--- src/rtl/ir_fetch_if.sv ---
// Signal bundle between ir_fetch_ctrl and its neighbours: host loader, decode
// stage and the IR memory. master = controller side, slave = environment side.
interface ir_fetch_if #(
  parameter int IR_WIDTH     = 16,
  parameter int IR_MEM_WIDTH = 4
);
  logic                    load_start;
  logic                    load_valid;
  logic [IR_WIDTH-1:0]     load_data;
  logic                    load_last;
  logic                    load_ready;
  logic                    run_start;
  logic                    halt_req;
  logic                    br_valid;
  logic [IR_MEM_WIDTH-1:0] br_target;
  logic                    inst_valid;
  logic [IR_WIDTH-1:0]     inst_data;
  logic [IR_MEM_WIDTH-1:0] inst_pc;
  logic                    inst_ready;
  logic [IR_MEM_WIDTH-1:0] ir_addr;
  logic [IR_WIDTH-1:0]     ir_wdata;
  logic                    ir_we;
  logic [IR_WIDTH-1:0]     ir_rdata;
  logic [IR_MEM_WIDTH:0]   prog_len;
  logic [2:0]              state;
  logic                    err;

  modport master (
    input  load_start, load_valid, load_data, load_last, run_start, halt_req,
           br_valid, br_target, inst_ready, ir_rdata,
    output load_ready, inst_valid, inst_data, inst_pc, ir_addr, ir_wdata, ir_we,
           prog_len, state, err
  );

  modport slave (
    output load_start, load_valid, load_data, load_last, run_start, halt_req,
           br_valid, br_target, inst_ready, ir_rdata,
    input  load_ready, inst_valid, inst_data, inst_pc, ir_addr, ir_wdata, ir_we,
           prog_len, state, err
  );
endinterface

--- src/rtl/ir_fetch_ctrl.sv ---
// Loads a host program into the IR memory, then fetches it word by word to decode.
// Define IR_FETCH_LEN_CHECK_EN to halt with a sticky err when the PC leaves the loaded program.
module ir_fetch_ctrl #(
  parameter int IR_WIDTH     = 16,
  parameter int IR_MEM_WIDTH = 4
) (
  input  logic       clk,
  input  logic       rst_n,
  ir_fetch_if.master bus
);
  localparam logic [IR_MEM_WIDTH:0] DEPTH = {1'b1, {IR_MEM_WIDTH{1'b0}}};

  typedef enum logic [2:0] {
    IDLE = 3'd0,
    LOAD = 3'd1,
    FA   = 3'd2,
    FW   = 3'd3,
    FO   = 3'd4,
    HALT = 3'd5
  } state_e;

  state_e                  state_q, state_d;
  logic [IR_MEM_WIDTH-1:0] pc_q, pc_d;
  logic [IR_MEM_WIDTH-1:0] ir_addr_q, ir_addr_d;
  logic [IR_MEM_WIDTH-1:0] inst_pc_q, inst_pc_d;
  logic [IR_MEM_WIDTH:0]   prog_len_q, prog_len_d;
  logic [IR_WIDTH-1:0]     ir_wdata_q, ir_wdata_d;
  logic [IR_WIDTH-1:0]     inst_data_q, inst_data_d;
  logic                    ir_we_q, ir_we_d;
  logic                    load_ready_q, load_ready_d;
  logic                    inst_valid_q, inst_valid_d;
  logic                    err_w;
  logic                    len_fault;

`ifdef IR_FETCH_LEN_CHECK_EN
  logic err_q, err_d;

  assign len_fault = ({1'b0, pc_q} >= prog_len_q);
  assign err_w     = err_q;

  always_comb begin
    err_d = err_q;
    if (state_d == LOAD) begin
      err_d = 1'b0;
    end else if (state_q == FA && state_d == HALT && !bus.halt_req) begin
      err_d = 1'b1;
    end
  end

  always_ff @(posedge clk or negedge rst_n) begin
    if (!rst_n) err_q <= 1'b0;
    else        err_q <= err_d;
  end
`else
  assign len_fault = 1'b0;
  assign err_w     = 1'b0;
`endif

  always_ff @(posedge clk or negedge rst_n) begin
    if (!rst_n) state_q <= IDLE;
    else        state_q <= state_d;
  end

  always_comb begin
    state_d = state_q;
    case (state_q)
      IDLE: begin
        if (bus.load_start)                              state_d = LOAD;
        else if (bus.run_start && prog_len_q != '0)      state_d = FA;
      end
      // Once full, load_ready is low, so a valid last word only closes the load.
      LOAD: if (bus.load_valid && bus.load_last)         state_d = IDLE;
      FA:   state_d = (bus.halt_req || len_fault) ? HALT : FW;
      FW:   state_d = bus.halt_req ? HALT : FO;
      FO: begin
        if (bus.halt_req)                                state_d = HALT;
        else if (bus.inst_ready)                         state_d = FA;
      end
      HALT: begin
        if (bus.load_start)                              state_d = LOAD;
        else if (bus.run_start && !bus.halt_req && !err_w) state_d = FA;
      end
      default:                                           state_d = IDLE;
    endcase
  end

  always_comb begin
    pc_d         = pc_q;
    prog_len_d   = prog_len_q;
    ir_addr_d    = ir_addr_q;
    ir_wdata_d   = ir_wdata_q;
    ir_we_d      = 1'b0;
    inst_data_d  = inst_data_q;
    inst_pc_d    = inst_pc_q;
    inst_valid_d = inst_valid_q;
    // prog_len doubles as the write pointer during a load.
    if (state_q != LOAD && state_d == LOAD) prog_len_d = '0;
    if (state_q == IDLE && state_d == FA)   pc_d = '0;
    case (state_q)
      LOAD: begin
        if (bus.load_valid && load_ready_q) begin
          ir_we_d    = 1'b1;
          ir_addr_d  = prog_len_q[IR_MEM_WIDTH-1:0];
          ir_wdata_d = bus.load_data;
          prog_len_d = prog_len_q + (IR_MEM_WIDTH+1)'(1);
        end
      end
      FW: begin
        if (state_d == FO) begin
          inst_data_d  = bus.ir_rdata;
          inst_pc_d    = pc_q;
          inst_valid_d = 1'b1;
        end
      end
      FO: begin
        if (state_d != FO) inst_valid_d = 1'b0;
        if (state_d == FA) pc_d = bus.br_valid ? bus.br_target : pc_q + IR_MEM_WIDTH'(1);
      end
      default: ;
    endcase
    // The read is launched on entry to FA so its data is ready at the end of FW.
    if (state_d == FA) ir_addr_d = pc_d;
    load_ready_d = (state_d == LOAD) && (prog_len_d < DEPTH);
  end

  always_ff @(posedge clk or negedge rst_n) begin
    if (!rst_n) begin
      pc_q         <= '0;
      prog_len_q   <= '0;
      ir_addr_q    <= '0;
      ir_wdata_q   <= '0;
      ir_we_q      <= 1'b0;
      inst_data_q  <= '0;
      inst_pc_q    <= '0;
      inst_valid_q <= 1'b0;
      load_ready_q <= 1'b0;
    end else begin
      pc_q         <= pc_d;
      prog_len_q   <= prog_len_d;
      ir_addr_q    <= ir_addr_d;
      ir_wdata_q   <= ir_wdata_d;
      ir_we_q      <= ir_we_d;
      inst_data_q  <= inst_data_d;
      inst_pc_q    <= inst_pc_d;
      inst_valid_q <= inst_valid_d;
      load_ready_q <= load_ready_d;
    end
  end

  assign bus.state      = state_q;
  assign bus.load_ready = load_ready_q;
  assign bus.inst_valid = inst_valid_q;
  assign bus.inst_data  = inst_data_q;
  assign bus.inst_pc    = inst_pc_q;
  assign bus.ir_addr    = ir_addr_q;
  assign bus.ir_wdata   = ir_wdata_q;
  assign bus.ir_we      = ir_we_q;
  assign bus.prog_len   = prog_len_q;
  assign bus.err        = err_w;
endmodule

--- src/flat_wrapper.sv ---
// flat-port wrapper written by rule: the top's interface ports become plain ports
module ir_fetch_ctrl_flat 
#(
  parameter int IR_WIDTH     = 16,
  parameter int IR_MEM_WIDTH = 4
)
  (clk, rst_n, bus_load_start, bus_load_valid, bus_load_data, bus_load_last, bus_run_start, bus_halt_req, bus_br_valid, bus_br_target, bus_inst_ready, bus_ir_rdata, bus_load_ready, bus_inst_valid, bus_inst_data, bus_inst_pc, bus_ir_addr, bus_ir_wdata, bus_ir_we, bus_prog_len, bus_state, bus_err);
  ir_fetch_if #(.IR_WIDTH(IR_WIDTH), .IR_MEM_WIDTH(IR_MEM_WIDTH)) bus_i ();
  input  logic clk;
  input  logic rst_n;
  input wire logic [$bits(bus_i.load_start)-1:0] bus_load_start;
  input wire logic [$bits(bus_i.load_valid)-1:0] bus_load_valid;
  input wire logic [$bits(bus_i.load_data)-1:0] bus_load_data;
  input wire logic [$bits(bus_i.load_last)-1:0] bus_load_last;
  input wire logic [$bits(bus_i.run_start)-1:0] bus_run_start;
  input wire logic [$bits(bus_i.halt_req)-1:0] bus_halt_req;
  input wire logic [$bits(bus_i.br_valid)-1:0] bus_br_valid;
  input wire logic [$bits(bus_i.br_target)-1:0] bus_br_target;
  input wire logic [$bits(bus_i.inst_ready)-1:0] bus_inst_ready;
  input wire logic [$bits(bus_i.ir_rdata)-1:0] bus_ir_rdata;
  output wire logic [$bits(bus_i.load_ready)-1:0] bus_load_ready;
  output wire logic [$bits(bus_i.inst_valid)-1:0] bus_inst_valid;
  output wire logic [$bits(bus_i.inst_data)-1:0] bus_inst_data;
  output wire logic [$bits(bus_i.inst_pc)-1:0] bus_inst_pc;
  output wire logic [$bits(bus_i.ir_addr)-1:0] bus_ir_addr;
  output wire logic [$bits(bus_i.ir_wdata)-1:0] bus_ir_wdata;
  output wire logic [$bits(bus_i.ir_we)-1:0] bus_ir_we;
  output wire logic [$bits(bus_i.prog_len)-1:0] bus_prog_len;
  output wire logic [$bits(bus_i.state)-1:0] bus_state;
  output wire logic [$bits(bus_i.err)-1:0] bus_err;
  assign bus_i.load_start = bus_load_start;
  assign bus_i.load_valid = bus_load_valid;
  assign bus_i.load_data = bus_load_data;
  assign bus_i.load_last = bus_load_last;
  assign bus_i.run_start = bus_run_start;
  assign bus_i.halt_req = bus_halt_req;
  assign bus_i.br_valid = bus_br_valid;
  assign bus_i.br_target = bus_br_target;
  assign bus_i.inst_ready = bus_inst_ready;
  assign bus_i.ir_rdata = bus_ir_rdata;
  assign bus_load_ready = bus_i.load_ready;
  assign bus_inst_valid = bus_i.inst_valid;
  assign bus_inst_data = bus_i.inst_data;
  assign bus_inst_pc = bus_i.inst_pc;
  assign bus_ir_addr = bus_i.ir_addr;
  assign bus_ir_wdata = bus_i.ir_wdata;
  assign bus_ir_we = bus_i.ir_we;
  assign bus_prog_len = bus_i.prog_len;
  assign bus_state = bus_i.state;
  assign bus_err = bus_i.err;
  ir_fetch_ctrl #(.IR_WIDTH(IR_WIDTH), .IR_MEM_WIDTH(IR_MEM_WIDTH)) u_core (.clk(clk), .rst_n(rst_n), .bus(bus_i));
endmodule
--- config.mk ---
export PLATFORM = sky130hd
export DESIGN_NAME = ir_fetch_ctrl_flat
export DESIGN_NICKNAME = d
export VERILOG_FILES = /design/src/rtl/ir_fetch_if.sv /design/src/rtl/ir_fetch_ctrl.sv /design/src/flat_wrapper.sv
export SDC_FILE = /design/constraint.sdc
export NUM_CORES = 1
export LEC_CHECK = 0
export ABC_CLOCK_PERIOD_IN_PS = 3170
export BUFFER_PORTS_ARGS = -buffer_cell sky130_fd_sc_hd__buf_2
export CAP_MARGIN = 20
export CORE_MARGIN = 2
export CORE_UTILIZATION = 46
export CTS_CLUSTER_DIAMETER = 100
export DETAILED_ROUTE_END_ITERATION = 16
export GPL_ROUTABILITY_DRIVEN = 0
export PLACE_DENSITY = 0.76
export SLEW_MARGIN = 30
export SYNTH_ARGS = -nofsm -noshare
export SYNTH_HDL_FRONTEND = slang
export SYNTH_SLANG_ARGS = --single-unit
--- constraint.sdc ---
create_clock -name clk -period 3.17 [get_ports clk]
set_clock_uncertainty 0.2 [all_clocks]
set_input_delay 0.4755 -clock clk [delete_from_list [all_inputs] [get_ports clk]]
set_output_delay 0.4755 -clock clk [all_outputs]
set_load 0.01 [all_outputs]
==> results of run 1 <==
==> cell usage in the layout, fill, tap and decap left out, drive strengths merged, types with 2 or more instances in the layout <==
cell / count
buf: 98
dfrtp: 55
mux2: 41
o21ai: 16
nor2: 12
a21oi: 8
nand2: 6
inv: 6
nand3: 5
clkbuf: 5
nor2b: 4
a32o: 3
nand2b: 3
a31oi: 3
ha: 3
nor3b: 2
nor3: 2
and2: 2
o21a: 2
clkinv: 2
nor4b: 2
==> area by class of cell <==
cell class / instances / area (sq um)
multi-input cells: 130 / 1040
inverters: 5 / 18.8
well taps: 70 / 87.6
clock inverters: 3 / 18.8
repair buffers: 99 / 508
fillers: 452 / 2060
flip-flops and latches: 55 / 1380
clock buffers: 5 / 68.8
==> cells by family (layout without fill, tap and decap cells) <==
family | after synthesis | after routing | share of synthesized area [%]
flip-flops | 55 | 55 | 55.4
AND/OR/NAND/NOR | 45 | 45 | 10.8
multiplexers | 42 | 42 | 19.0
AO/OA/AOI/OAI | 38 | 38 | 9.96
buffers and inverters | 14 | 112 | 2.87
adder cells (fa/ha/maj) | 3 | 3 | 1.51
other | 1 | 1 | 0.151
XOR/XNOR | 1 | 1 | 0.352
==> through the flow <==
| step | utilization, % | hold WS [ps] | area [sq um] |
|---|---|---|---|
| 6_report | 60.3 | 176 | 3120 |
| 5_1_grt | 60.3 | 156 | 3120 |
| 4_1_cts | 60.3 | 164 | 3120 |
| 3_5_place_dp | 58.4 | 247 | 3020 |
| 3_3_place_gp | 58.4 | 248 | 3020 |
| 2_1_floorplan | - | -20.1 | 2490 |
==> sequential cells by signal (all words and copies together) (netlist names) <==
| signal | flops |
|---|---|
| u_core.bus.prog_len | 5 |
| u_core.bus.ir_addr | 4 |
| u_core.bus.inst_pc | 4 |
| u_core.bus.inst_data | 16 |
| u_core.bus.ir_wdata | 16 |
| u_core.bus.state | 3 |
| u_core.bus.ir_we | 1 |
| u_core.bus.inst_valid | 1 |
| u_core.pc_q | 4 |
| u_core.bus.load_ready | 1 |
==> power by group through the flow <==
stage / clock, uW / sequential, uW / combinational [uW]
detailed placement: 0 / 1190 / 1170
floorplan: 0 / 1290 / 639
CTS: 399 / 1180 / 1170
global placement: 0 / 1180 / 1150
global route: 425 / 1220 / 1260
finish: 379 / 1170 / 1150
==> worst max-delay path by stage <==
| stage | start | end | slack (ps) | depth (start not counted) |
|---|---|---|---|---|
| final | u_core.bus.prog_len[1]$_DFF_PN0_ | u_core.bus.ir_addr[0]$_DFFE_PN0P_ | 710 | 6 |
| after global routing | u_core.bus.state[0]$_DFF_PN0_ | u_core.bus.ir_addr[0]$_DFFE_PN0P_ | 580 | 6 |
| after CTS | u_core.bus.prog_len[1]$_DFF_PN0_ | u_core.bus.ir_addr[0]$_DFFE_PN0P_ | 710 | 6 |
| after detailed placement | bus_run_start | u_core.bus.inst_data[6]$_DFFE_PN0P_ | 680 | 7 |
| after global placement | bus_run_start | u_core.bus.inst_pc[0]$_DFFE_PN0P_ | 720 | 7 |
| after floorplan | u_core.bus.prog_len[1]$_DFF_PN0_ | u_core.bus.ir_addr[0]$_DFFE_PN0P_ | 840 | 6 |
==> layer usage <==
metal | part of all wire (%) | up-vias | track usage (%)
met5 | 0 | - | 0
met4 | 2.1 | 0 | 8.21
met3 | 6.2 | 9 | 4.19
met2 | 50 | 69 | 30.7
met1 | 42 | 912 | 20.6
li1 | - | 908 | -
==> flow_summary.ini, run 1 <==
[sta]
finalHoldViolCount = 0
relSlewSlack_pct = 67.5
fin_setup_tns_ps = 0
setup_viol = 0
fmax_ghz = 0.407
rsz0062_at_grt = false
finalMaxSlewViolations = 0
finalCriticalPeriod_ps = 2460
finalCritPeriodShare_pct = 77.5
fin_ws_ps = 713
worst_pin_slew_ps = 481

[route]
viasPerCell = 5.17
wl_mm = 5.05
drt_iter0_drc = 64
route.detailed.drc = 0
drt_pass1_iterations = 4
vias = 1898
wl_per_cell_microns = 13.7
ant_nets = 0

[synth]
synth_common_cells = dfrtp_1 (55), mux2_2 (22), mux2_1 (19), nor2_1 (11), o21ai_0 (11)
synth_area_leaders = dfrtp_1 (55%), mux2_2 (10%), mux2_1 (8.6%), o21ai_0 (2.2%), nor2_1 (1.7%)
synthFlopType = dfrtp_1
yosysUniqueCellTypes = 42
async_flop_share_pct = 100
yosysWarningCount = 0
synthesis.nets = 247
synth_top_cell_by_area = dfrtp_1
synth_cells = 199
yosysMostFrequentCell = dfrtp_1
ys_ff_latch = 55
seq_area_frac_synth_pct = 55.4
synth_area_sq_mm = 0.00249
synth_edf_count = 0
syn_avg_cell_area_sq_um = 12.5
synth_top_area_share_pct = 55.4

[critical_path]
r2r_setup_slack_ps = 710
crit_fanout = 4
cpMaxStageDelayCell = or4b_4
cpLargestDelayFamily = multiplexers
critical_path_class = flip-flop to flip-flop
crit_path_end_kind = flip-flop
crit_top_cell = mux2_2
rr_startpoint = u_core.bus.prog_len[1]$_DFF_PN0_
critPathLaunchType = flip-flop
r2r_cells = 6
cp.required_ps = 3180
max_stage_delay_ps = 460
path_cells = inv_1 > ha_1 > or4b_4 > a31oi_1 > mux2_2 > mux2_2
r2r_end = u_core.bus.ir_addr[0]$_DFFE_PN0P_
critical_path_arrival_ps = 2460
path_buf_inv = 1

[clocking]
cts_setup_buffers = 0
cts_tree = done
clk_path_buf_depth = 2
cts-root-buf = clkbuf_8
hold_buffers = 1
htreeDepth = 2
numCtsBuffers = 5
cts_resized = 0
path_clk_slew_ps = 100
clk_latency_ps = 310
cts.sink_count = 55

[pwr]
finalPower_uw = 2710
p_per_area_mw_per_mm2 = 868
power_frac_seq_pct = 43.4
ir_drop_mv = 0.458
p_int_uw = 1720
p_switching_uw = 989
p_leak_uw = 0.00160
combPwrFrac_pct = 42.6
swShare_pct = 36.6
clkPwrFrac_pct = 14.0

[place]
port_buffers = 95
preCtsSetupSlack_ps = 678
dpl.cell_count = 358
hpwl_mm = 3.81

[die]
coreArea_sq_mm = 0.00517
die_area_sq_mm = 0.00601
start_util_pct = 48.1
die_h_microns = 77.5
die_x_microns = 77.5
ios = 97
placement_rows = 26

[global_routing]
grt_pass1_vias = 1846
grt_pass1_wl_mm = 8.44
grt-ovfl-total = 0
grt_max_degree = 36
track_usage_pct = 17.7
antenna_found_initial = 0

[finish]
nets = 344
drive_above_1_share_pct = 45.1
antenna-diode-count = 0
area_growth_pct = 25.4
final_cells = 367

[worst_hold_path]
hold_path_class = input pin to flip-flop
hp-start = bus_ir_rdata[1]
holdPathEnd = u_core.bus.inst_data[1]$_DFFE_PN0P_
whs_path_depth = 2

[flow_run]
cap_violations = 0

[run_status]
status = finished clean
No activity file was read; power rests on OpenSTA's default activity.
==> inputs of run 2 (changes only) <==
- ABC_CLOCK_PERIOD_IN_PS: 3170 -> 2200
- CORE_UTILIZATION: 46 -> 44
- clock period: 3.17 -> 2.2 ns (I/O delays scaled with it)
==> run 2 against run 1 <==
The flow now finishes with violations (negative setup slack). Wire length grew 22%. Clock power grew 45%. Cell area grew 14%. Largest cell class unchanged.
==> flow_summary.ini, run 2 (synthesis gave the netlist of run 1 again) <==
[sta]
fin_ws_ps = -39.9
finalHoldViolCount = 0
finalCritPeriodShare_pct = 102
finalMaxSlewViolations = 0
finalCriticalPeriod_ps = 2240
rsz0062_at_grt = true
setup_viol = 5
fmax_ghz = 0.446

[route]
viasPerCell = 5.09
drt_iter0_drc = 79
wl_mm = 6.15
route.detailed.drc = 0
wl_per_cell_microns = 15.3
drt_pass1_iterations = 4
vias = 2052
ant_nets = 0

[global_routing]
grt-ovfl-total = 0
grt_max_degree = 56
grt_pass1_vias = 2078
antenna_found_initial = 0
grt_pass1_wl_mm = 9.49
track_usage_pct = 19.3

[finish]
final_common_cell = buf_2
area_growth_pct = 43.1
drive_above_1_share_pct = 55.9
nets = 378
antenna-diode-count = 0
final_cell_mix = buf_2 (95), dfrtp_1 (54), buf_4 (31)
final_cell_area_sq_mm = 0.00356

[pwr]
p_per_area_mw_per_mm2 = 1270
p_leak_uw = 0.00182
ir_drop_mv = 0.662
finalPower_uw = 4530

[die]
start_util_pct = 45.4
placement_rows = 27
die_x_microns = 79.2
die_area_sq_mm = 0.00627
ios = 97
die_h_microns = 79.2
coreArea_sq_mm = 0.00547

[critical_path]
rr_startpoint = u_core.bus.prog_len[1]$_DFF_PN0_
crit_fanout = 5
path_buf_inv = 2
r2r_end = u_core.bus.prog_len[3]$_DFF_PN0_
r2r_cells = 8
critPathLaunchType = flip-flop
cpMaxStageDelayCell = or4b_4
cp.required_ps = 2180
path_cells = inv_2 > ha_4 > or4b_4 > a32oi_2 > o22ai_2 > nor4b_4 > buf_6 > o21ai_4
r2r_setup_slack_ps = -40
crit_path_end_kind = flip-flop
critical_path_arrival_ps = 2220
cpLargestDelayFamily = simple AND/OR/NAND/NOR gates
max_stage_delay_ps = 470
critical_path_class = flip-flop to flip-flop

[clocking]
cts-root-buf = clkbuf_8
path_clk_slew_ps = 100
cts.sink_count = 55
clk_latency_ps = 300
clk_path_buf_depth = 2
htreeDepth = 2
cts_tree = done
numCtsBuffers = 5

[run_status]
violations = negative setup slack
status = complete, but fails checks

[worst_hold_path]
whs_path_depth = 2
hold_path_class = input pin to flip-flop
holdPathEnd = u_core.bus.inst_data[2]$_DFFE_PN0P_
hp-start = bus_ir_rdata[2]

[place]
placed_cell_area_sq_mm = 0.00322
hpwl_mm = 4.05
port_buffers = 95

[flow_run]
cap_violations = 0
run 2: cell types whose count changed in the layout (fill, tap and decap cells not counted), sizes merged:
| cell | change |
|---|---|
| buf | +33 |
| clkbuf | +2 |
| clkinv | -1 |
| clkinvlp | +1 |
| inv | -1 |
run 2: repair_timing:
action	CTS	global route
gates resized for setup	3	24
endpoints found under the setup margin	5	16
endpoints found under the hold margin	55	0
gates cloned	0	1
buffers inserted	13	4
pin swaps	5	8
hold buffers	1	0
run 2: where the power goes:
| part | switching, uW | internal, uW |
|---|---|---|
| registers | 238 | 1420 |
| logic | 1100 | 1220 |
| clock network | 327 | 224 |
run 2: layout make-up:
cell class / count / area [sq um]
Clock inverter: 2 / 12.5
Timing Repair Buffer: 133 / 826
Multi-Input combinational cell: 130 / 1160
Clock buffer: 6 / 72.6
Inverter: 5 / 18.8
Sequential cell: 55 / 1380
Fill cell: 443 / 1920
Tap cell: 72 / 90.1
run 2: stage by stage:
| stage | cells | hold slack, ps | setup WS (ps) | setup TNS [ps] | utilization, % |
|---|---|---|---|---|---|
| after floorplan | 199 | -166 | -41.9 | -46.3 | - |
| after global placement | 378 | 146 | 35.0 | 0 | 58.8 |
| after detailed placement | 378 | 152 | -98.2 | -274 | 58.8 |
| after CTS | 400 | 25.2 | -36.5 | -146 | 62.5 |
| after global routing | 403 | 21.9 | -120 | -687 | 65.0 |
| final | 403 | 31.3 | -39.9 | -145 | 65.0 |
run 2: worst register-to-register path: cells and delay by family, from the launching register on:
kind	cells	cell delay, ps
flip-flops	1	400
AO/OA/AOI/OAI	3	430
AND/OR/NAND/NOR	2	710
buffers and inverters	2	260
adder cells (fa/ha/maj)	1	120
run 2: worst max-delay path by stage:
stage | slack, ps | depth (start not counted) | to | start
finish | -40 | 8 | u_core.bus.prog_len[3]$_DFF_PN0_ | u_core.bus.prog_len[1]$_DFF_PN0_
floorplan | -40 | 6 | u_core.bus.ir_addr[0]$_DFFE_PN0P_ | u_core.bus.prog_len[1]$_DFF_PN0_
detailed placement | -100 | 7 | u_core.bus.prog_len[3]$_DFF_PN0_ | u_core.bus.prog_len[1]$_DFF_PN0_
global placement | 30 | 7 | u_core.bus.prog_len[0]$_DFF_PN0_ | u_core.bus.prog_len[0]$_DFF_PN0_
global route | -120 | 8 | u_core.bus.prog_len[3]$_DFF_PN0_ | u_core.bus.prog_len[1]$_DFF_PN0_
CTS | -40 | 8 | u_core.bus.prog_len[3]$_DFF_PN0_ | u_core.bus.prog_len[0]$_DFF_PN0_
run 2: per-layer routing:
layer,track usage [%],vias to the layer above,part of all wire (%)
met5,0,-,0
met4,8.97,0,2.7
met3,3.64,15,5.9
met2,32.4,78,49
met1,24.0,985,42
li1,-,974,-
